`src/rtl/sun_tr_pkg.sv`:
```
`default_nettype none
// +----------------------------------------------------------------------+
// | Module   : sun_tr_pkg                                                |
// | Brief    : Shared MODE encoding for the sun_tr register bank.        |
// | Revision : 1.0                                                       |
// +----------------------------------------------------------------------+
package sun_tr_pkg;

    localparam int MODE_W = 2;

    typedef enum logic [MODE_W-1:0] {
        MODE_HOLD  = 2'b00,
        MODE_LOAD  = 2'b01,
        MODE_SHIFT = 2'b10,
        MODE_COUNT = 2'b11
    } mode_e;

endpackage : sun_tr_pkg
`default_nettype wire

```
`src/rtl/sun_tr_dff_bit.sv`:
```
`default_nettype none
// +----------------------------------------------------------------------+
// | Module   : sun_tr_dff_bit                                            |
// | Brief    : Single storage bit with synchronous reset and set.        |
// | Revision : 1.0                                                       |
// +----------------------------------------------------------------------+
module sun_tr_dff_bit #(
    parameter logic RESET_BIT = 1'b0
) (
    input  logic i_clk,
    input  logic i_rst,
    input  logic i_set,
    input  logic i_d,
    output logic o_q
);

    logic r_q;

    // Reset dominates set; both are sampled only on the rising edge.
    always_ff @(posedge i_clk) begin
        if (i_rst) begin
            r_q <= RESET_BIT;
        end else if (i_set) begin
            r_q <= 1'b1;
        end else begin
            r_q <= i_d;
        end
    end

    assign o_q = r_q;

endmodule : sun_tr_dff_bit
`default_nettype wire

```
`src/rtl/sun_tr_regbank.sv`:
```
`default_nettype none
// +----------------------------------------------------------------------+
// | Module   : sun_tr_regbank                                            |
// | Brief    : Hold/load/shift/count register bank with wrap flag.       |
// |            Optional scan chain enabled by macro SUN_TR_SCAN_EN.      |
// | Revision : 1.0                                                       |
// +----------------------------------------------------------------------+
module sun_tr_regbank
    import sun_tr_pkg::*;
#(
    parameter int               WIDTH     = 8,
    parameter logic [WIDTH-1:0] RESET_VAL = '0
) (
    input  logic              CK,
    input  logic              R,
    input  logic              S,
    input  logic              EN,
    input  logic [MODE_W-1:0] MODE,
    input  logic [WIDTH-1:0]  D,
    input  logic              SIN,
`ifdef SUN_TR_SCAN_EN
    input  logic              SE,
    input  logic              SI,
`endif
    output logic [WIDTH-1:0]  Q,
    output logic [WIDTH-1:0]  QN,
    output logic              SOUT,
    output logic              CO
);

    localparam logic [WIDTH-1:0] c_one = {{(WIDTH-1){1'b0}}, 1'b1};

    logic [WIDTH-1:0] w_q;
    logic [WIDTH-1:0] w_q_next;
    logic             w_co_next;
    logic             w_scan_en;
    logic             w_scan_in;
    logic             w_wrap;
    mode_e            w_mode;
    logic             r_co;

`ifdef SUN_TR_SCAN_EN
    assign w_scan_en = SE;
    assign w_scan_in = SI;
`else
    assign w_scan_en = 1'b0;
    assign w_scan_in = 1'b0;
`endif

    assign w_mode = mode_e'(MODE);
    assign w_wrap = &w_q;

    // R and S are applied inside each bit flop; this mux covers the rest.
    always_comb begin
        w_q_next  = w_q;
        w_co_next = 1'b0;
        if (w_scan_en) begin
            w_q_next = {w_q[WIDTH-2:0], w_scan_in};
        end else if (EN) begin
            case (w_mode)
                MODE_HOLD:  w_q_next = w_q;
                MODE_LOAD:  w_q_next = D;
                MODE_SHIFT: w_q_next = {w_q[WIDTH-2:0], SIN};
                MODE_COUNT: begin
                    w_q_next  = w_q + c_one;
                    w_co_next = w_wrap;
                end
                default:    w_q_next = w_q;
            endcase
        end
    end

    generate
        for (genvar i = 0; i < WIDTH; i++) begin : g_bit
            sun_tr_dff_bit #(
                .RESET_BIT (RESET_VAL[i])
            ) u_bit (
                .i_clk (CK),
                .i_rst (R),
                .i_set (S),
                .i_d   (w_q_next[i]),
                .o_q   (w_q[i])
            );
        end
    endgenerate

    // Wrap flag: any reset, set, or scan cycle forces it low.
    always_ff @(posedge CK) begin
        if (R || S) begin
            r_co <= 1'b0;
        end else begin
            r_co <= w_co_next;
        end
    end

    assign Q    = w_q;
    assign QN   = ~w_q;
    assign SOUT = w_q[WIDTH-1];
    assign CO   = r_co;

endmodule : sun_tr_regbank
`default_nettype wire
```
`config.mk`:
```
export PLATFORM = sky130hd
export DESIGN_NAME = sun_tr_regbank
export DESIGN_NICKNAME = d
export VERILOG_FILES = /design/src/rtl/sun_tr_pkg.sv /design/src/rtl/sun_tr_dff_bit.sv /design/src/rtl/sun_tr_regbank.sv
export SDC_FILE = /design/constraint.sdc
export NUM_CORES = 1
export LEC_CHECK = 0
export BUFFER_PORTS_ARGS = -buffer_cell sky130_fd_sc_hd__buf_2
export CORE_MARGIN = 2
export CORE_UTILIZATION = 45
export DETAILED_ROUTE_END_ITERATION = 10
export PLACE_DENSITY = 0.8
export RECOVER_POWER = 25
export SKIP_CTS_REPAIR_TIMING = 1
export SLEW_MARGIN = 25
export SYNTH_ARGS = -nofsm -noshare
export SYNTH_HDL_FRONTEND = slang
export SYNTH_SLANG_ARGS = --single-unit
```
`constraint.sdc`:
```
create_clock -name CK -period 2.1 [get_ports CK]
set_clock_uncertainty 0.2 [all_clocks]
set_input_delay 0.105 -clock CK [delete_from_list [all_inputs] [get_ports CK]]
set_output_delay 0.105 -clock CK [all_outputs]
set_load 0.1 [all_outputs]
```
* Word level (Yosys, flattened, before mapping) *
Cells that the tools add are included.

storage, ports and cells
  input port bits = 15
  word-level logic and storage cells = 33
  flip-flop bits (word level) = 9
  output and inout bits = 18

operators by class
  equality and inequality tests = 4
  reduce and logical (&&, ||, !) cells = 6
  multiplexer cells = 10
  bitwise logic cells = 3
  add/sub/neg operators = 1

operators by type and width
  operator                                                               count
  8-bit one-hot mux with 3 select lines                                  1
  8-bit by 1-bit adder with 8-bit output, second input constant          1
  1-bit two-way mux                                                      8
  8-bit two-way mux                                                      1
  8-bit NOT                                                              1
  8-bit AND reduction                                                    1
  2-bit equality test, second input constant                             2
  3-bit OR reduction                                                     1
  2-bit by 1-bit equality test with 1-bit output, second input constant  1
  2-bit zero test                                                        1
  2-bit != test, second input constant                                   1
  1-bit NOT                                                              2
  2-bit AND reduction                                                    1
  2-bit nonzero test                                                     1
  1-bit logical OR                                                       1

* Logic depth before layout (Yosys ltp) *
  word-level depth = 4
  depth in mapped cells = 5

* Cells and area by module *
From an unflattened synthesis, not the netlist that was laid out.

second synthesis, totals
  cell total of the unflattened synthesis = 98
  area, all modules = 773.2 um^2

modules (own cells, without submodules)
  module          times used  cells each  seq. area each (um^2)  area each (um^2)
  sun_tr_regbank  1           82          20.0                   533.0
  sun_tr_dff_bit  8           2           20.0                   30.0

* Least setup slack after synthesis *
Ideal clock, no wire load.

  path kind = register to register
  start = reg g_bit[7].u_bit.r_q
  end = reg g_bit[7].u_bit.r_q
  setup slack = -501 ps
  arrival time = 2315 ps
  buffers on the path = 0
  cell stages (with the launch flop) = 5
  required time = 1814 ps
  period minus slack after synthesis = 2601 ps
  cells stage by stage = dfxtp_1 -> inv_1 -> a211oi_1 -> a31oi_1 -> a211oi_1

on the way
  longest elaborated chain between the ends = 4

RTL lines
  item                                    RTL line              RTL
  start: declaration                      sun_tr_dff_bit.sv:17  logic r_q;
  start signal: assignment                sun_tr_dff_bit.sv:26  r_q <= i_d;
  8-bit by 1-bit adder with 8-bit output  sun_tr_regbank.sv:65  w_q_next = w_q + c_one;
  8-bit one-hot mux with 3 select lines   sun_tr_regbank.sv:60  case (w_mode)
  8-bit two-way mux                       sun_tr_regbank.sv:59  end else if (EN) begin
  1-bit two-way mux                       sun_tr_dff_bit.sv:23  end else if (i_set) begin

Every way passes these cells. The select of a mux whose other input is x is not followed.
A chain may end at the register's enable or synchronous reset.

* Final worst setup path *
  start = reg g_bit[0].u_bit.r_q
  end = reg g_bit[4].u_bit.r_q

on the way
  longest elaborated chain between the ends = 4

RTL lines
  item                                    RTL line
  start: declaration                      sun_tr_dff_bit.sv:17
  start signal: assignment                sun_tr_dff_bit.sv:26
  8-bit by 1-bit adder with 8-bit output  sun_tr_regbank.sv:65
  8-bit one-hot mux with 3 select lines   sun_tr_regbank.sv:60
  8-bit two-way mux                       sun_tr_regbank.sv:59
  1-bit two-way mux                       sun_tr_dff_bit.sv:23
  end signal: assignment                  sun_tr_dff_bit.sv:26
  end: declaration                        sun_tr_dff_bit.sv:17

Every way passes these cells. The select of a mux whose other input is x is not followed.

==> results.md <==
* Pin count of the biggest net entering global routing at 23
* Post-synth EDFFs at 0
* HP Start: EN
* Reg power frac at 30.4%
* Die Y-Extent at 44.44 um
* Worst Setup End Kind: register
* WL per Instance at 12.40 um
* Crit path kind: register to register
* Min-delay worst type: input pin to register
* Synth warn at 0
* Clk_lat worst skew at 0.27 ns
* DP HPWL at 1184 um
* Multiplexer share of the synthesized area at 1.361%
* Total Routed Length at 1748 um
* CP max FO at 8
* Setup Total Neg Slack at 0 ns
* Post-route total power at 681.6 uW
* CP max stage delay at 0.38 ns
* Die X at 44.44 um
* Starting Density at 48.28%
* RePlAce Congestion at about 0.77
* Final hold vios at 0
* Rows at 14
* DRC at 0
* Clock tree sinks at 9
* Vias at 772
* Post-synthesis async set-or-reset flop share at 0%
* Hold path cells at 4
* Hold Slack at 0.02314 ns
* Yosys top cell area share at around a quarter
* Internal at roughly 320 uW
* Layout cells sized above 1 at 31.20%
* Syn Area/Cell at 7.357 um^2
* Leakage at 0.3949 nW
* Post-Synth Adder-Cell Area at 1.701%
* Critical Path RT at 2.05 ns
* Area leader, netlist: dfxtp_1
* CTS tree: built
* Crit Reg-Reg Endpoint: g_bit[4].u_bit.o_q$_SDFFE_PP0P_
* Worst R2R Path Depth at 5
* Largest family of logic cells by synthesized area: simple AND/OR/NAND/NOR gates
* Post-Syn Area at 735.7 um^2
* DR pass1 iterations at 4
* Synth Area in Simple Gates at 29.25%
* Vias per cell at 5.475
* Post-Layout Cell Count at 141
* Post-synthesis sequential area ratio at roughly 24%
* Slew at the pin closest to its max-slew limit at 1.164 ns
* Area Growth Syn to Fin at 17.18%
* Final WS setup at just under 0.3 ns
* Clock buffer depth at 2
* Worst path depth at 5
* Die area at 1974 um^2
* Core ar. at 1524 um^2
* First-pass GRT wire length at 2884 um
* CP max stage cell: dfxtp_1
* Distinct cells, synth at 33
* P_sw at 362.8 uW
* Fin crit share at 86.17%
* Period minus WS final at around 1.8 ns
* Run status: complete, no violations
* Ports at 33
* Max-slew violation count at 0
* GRT Resource Usage Total at 20.00%
* Final #Nets at 142
* Synth Area in XOR/XNOR at 1.190%
* Synthesized flop and latch total at 9
* Combinational Power Share at 48.7%
* Setup slack, reg-to-reg at 0.29 ns
* # placed instances at 135
* Sw Ratio at 53.23%
* CP startpoint kind: register
* # diodes at 0
* Final Setup Violations at 0
* Number of fill cells at 154
* Grt ovf at 0
* Hold EP: g_bit[0].u_bit.o_q$_SDFFE_PP0P_
* Chain of cells forming the critical path: ha_1 > and3_2 > or2_2 > a221oi_1 > nor3_1
* Ys flop type: dfxtp_1
* Ranking of synthesized cells by area: dfxtp_1, buf_4, nand2b_1
* Syn Inst Count at 100
* Slew Limit Headroom at between 20% and 30%
* PortBufs at 32
* Post-synth top cells: buf_4, nor2_1, dfxtp_1, inv_1
* Arrival time worst endpoint at approximately 1.8 ns
* Pre-CTS WS at slightly above 0.3 ns
* Cts bufs inserted at 3
* Peak supply drop at 0.4198 mV
* Syn Nets at 116
* Total buffers and inverters traversed by the critical path at 0
* Pwr dens at 790.7 nW/um^2
* CTS root buf: clkbuf_4
* Clk network pwr share at 20.9%
* Max-cap viol count at 0
* Worst-path clk slew at 0.07 ns
* F_max at 552.6 MHz
* Compound-Gate Fraction of Synth Area at approximately a quarter
* Crit-path leading delay family: simple AND/OR/NAND/NOR gates
* Number of global-route vias before repair at 657
* RSZ-0062 raised after global routing: no
* DR iter-0 viols at 11
* Initial antenna violation count at 0
* R2r startpoint: g_bit[0].u_bit.o_q$_SDFFE_PP0P_
* Routed Antenna Nets at 0
* CTS H-tree depth at 1
per-layer routing:
layer	wire [um]	GRT usage [%]
met5	0	0
met4	31	9.091
met3	86	3.673
met2	783	33.82
met1	847	24.50
cell families (layout without fill, tap and decap cells):
group                      after synthesis  count (layout)
adders and majority gates                1               1
AOI/OAI and AO/OA                       28              28
muxes                                    1               1
xor gates and xnor gates                 1               1
DFF                                      9               9
buffers and inverters                   22              47
and+or+nand+nor                         38              38
metrics by stage:
stage	instance area [um^2]	util (%)
floorplan	743.2	-
global placement	820.8	53.86
detailed placement	820.8	53.86
CTS	847.1	55.58
global route	862.1	56.57
finish	862.1	56.57
layout make-up:
| cell class | instances | area [um^2] | area share, % |
|---|---|---|---|
| multi-input combinational | 69 | 419.2 | 48.62 |
| sequential | 9 | 183.9 | 21.34 |
| inverter | 9 | 37.54 | 4.354 |
| tap | 16 | 20.02 | 2.322 |
| clock buffer | 4 | 26.28 | 3.048 |
| timing repair buffer | 34 | 175.2 | 20.32 |
worst min-delay path, delay by kind of cell:
family	cells	cell delay, ns
AOI/OAI and AO/OA	2	0.13
buffers and inverters	1	0.12
and+or+nand+nor	1	0.09
registers in the layout, summed over array words and instances (netlist names):
signal and flops:
g_bit.u_bit.o_q 8, CO 1
worst max-delay path by stage:
| stage | from | end | slack, ns |
|---|---|---|---|
| 6_report | g_bit[0].u_bit.o_q$_SDFFE_PP0P_ | g_bit[4].u_bit.o_q$_SDFFE_PP0P_ | 0.29 |
| 5_1_grt | g_bit[0].u_bit.o_q$_SDFFE_PP0P_ | g_bit[4].u_bit.o_q$_SDFFE_PP0P_ | 0.20 |
| 4_1_cts | g_bit[0].u_bit.o_q$_SDFFE_PP0P_ | g_bit[4].u_bit.o_q$_SDFFE_PP0P_ | 0.29 |
| 3_5_place_dp | g_bit[0].u_bit.o_q$_SDFFE_PP0P_ | g_bit[4].u_bit.o_q$_SDFFE_PP0P_ | 0.30 |
| 3_3_place_gp | g_bit[0].u_bit.o_q$_SDFFE_PP0P_ | g_bit[4].u_bit.o_q$_SDFFE_PP0P_ | 0.36 |
| 2_1_floorplan | g_bit[7].u_bit.o_q$_SDFFE_PP0P_ | g_bit[7].u_bit.o_q$_SDFFE_PP0P_ | 0.16 |
layout by cell type, fill, tap and decap left out, types with 2 or more instances in the layout:
cell type | synthesis | layout
a211oi_1 | 5 | 5
a21oi_1 | 8 | 8
a221oi_1 | 2 | 2
a31oi_1 | 2 | 2
and3_1 | 2 | 2
buf_2 | 0 | 27
clkbuf_1 | 0 | 5
clkbuf_4 | 0 | 3
dfxtp_1 | 9 | 8
dlygate4sd3_1 | 0 | 2
inv_1 | 9 | 8
nand2b_1 | 7 | 7
nand3_1 | 2 | 2
nor2_1 | 10 | 10
nor3_1 | 4 | 4
o21ai_0 | 8 | 8
or2_2 | 2 | 2
power by group through the flow:
stage / Combinational [mW] / Sequential, mW / Clock [mW]
2_1_floorplan: 0.291 / 0.219 / 0
3_3_place_gp: 0.327 / 0.209 / 0
3_5_place_dp: 0.330 / 0.211 / 0
4_1_cts: 0.331 / 0.207 / 0.148
5_1_grt: 0.349 / 0.210 / 0.156
6_report: 0.332 / 0.207 / 0.143
(Power assumes the default switching activity.)
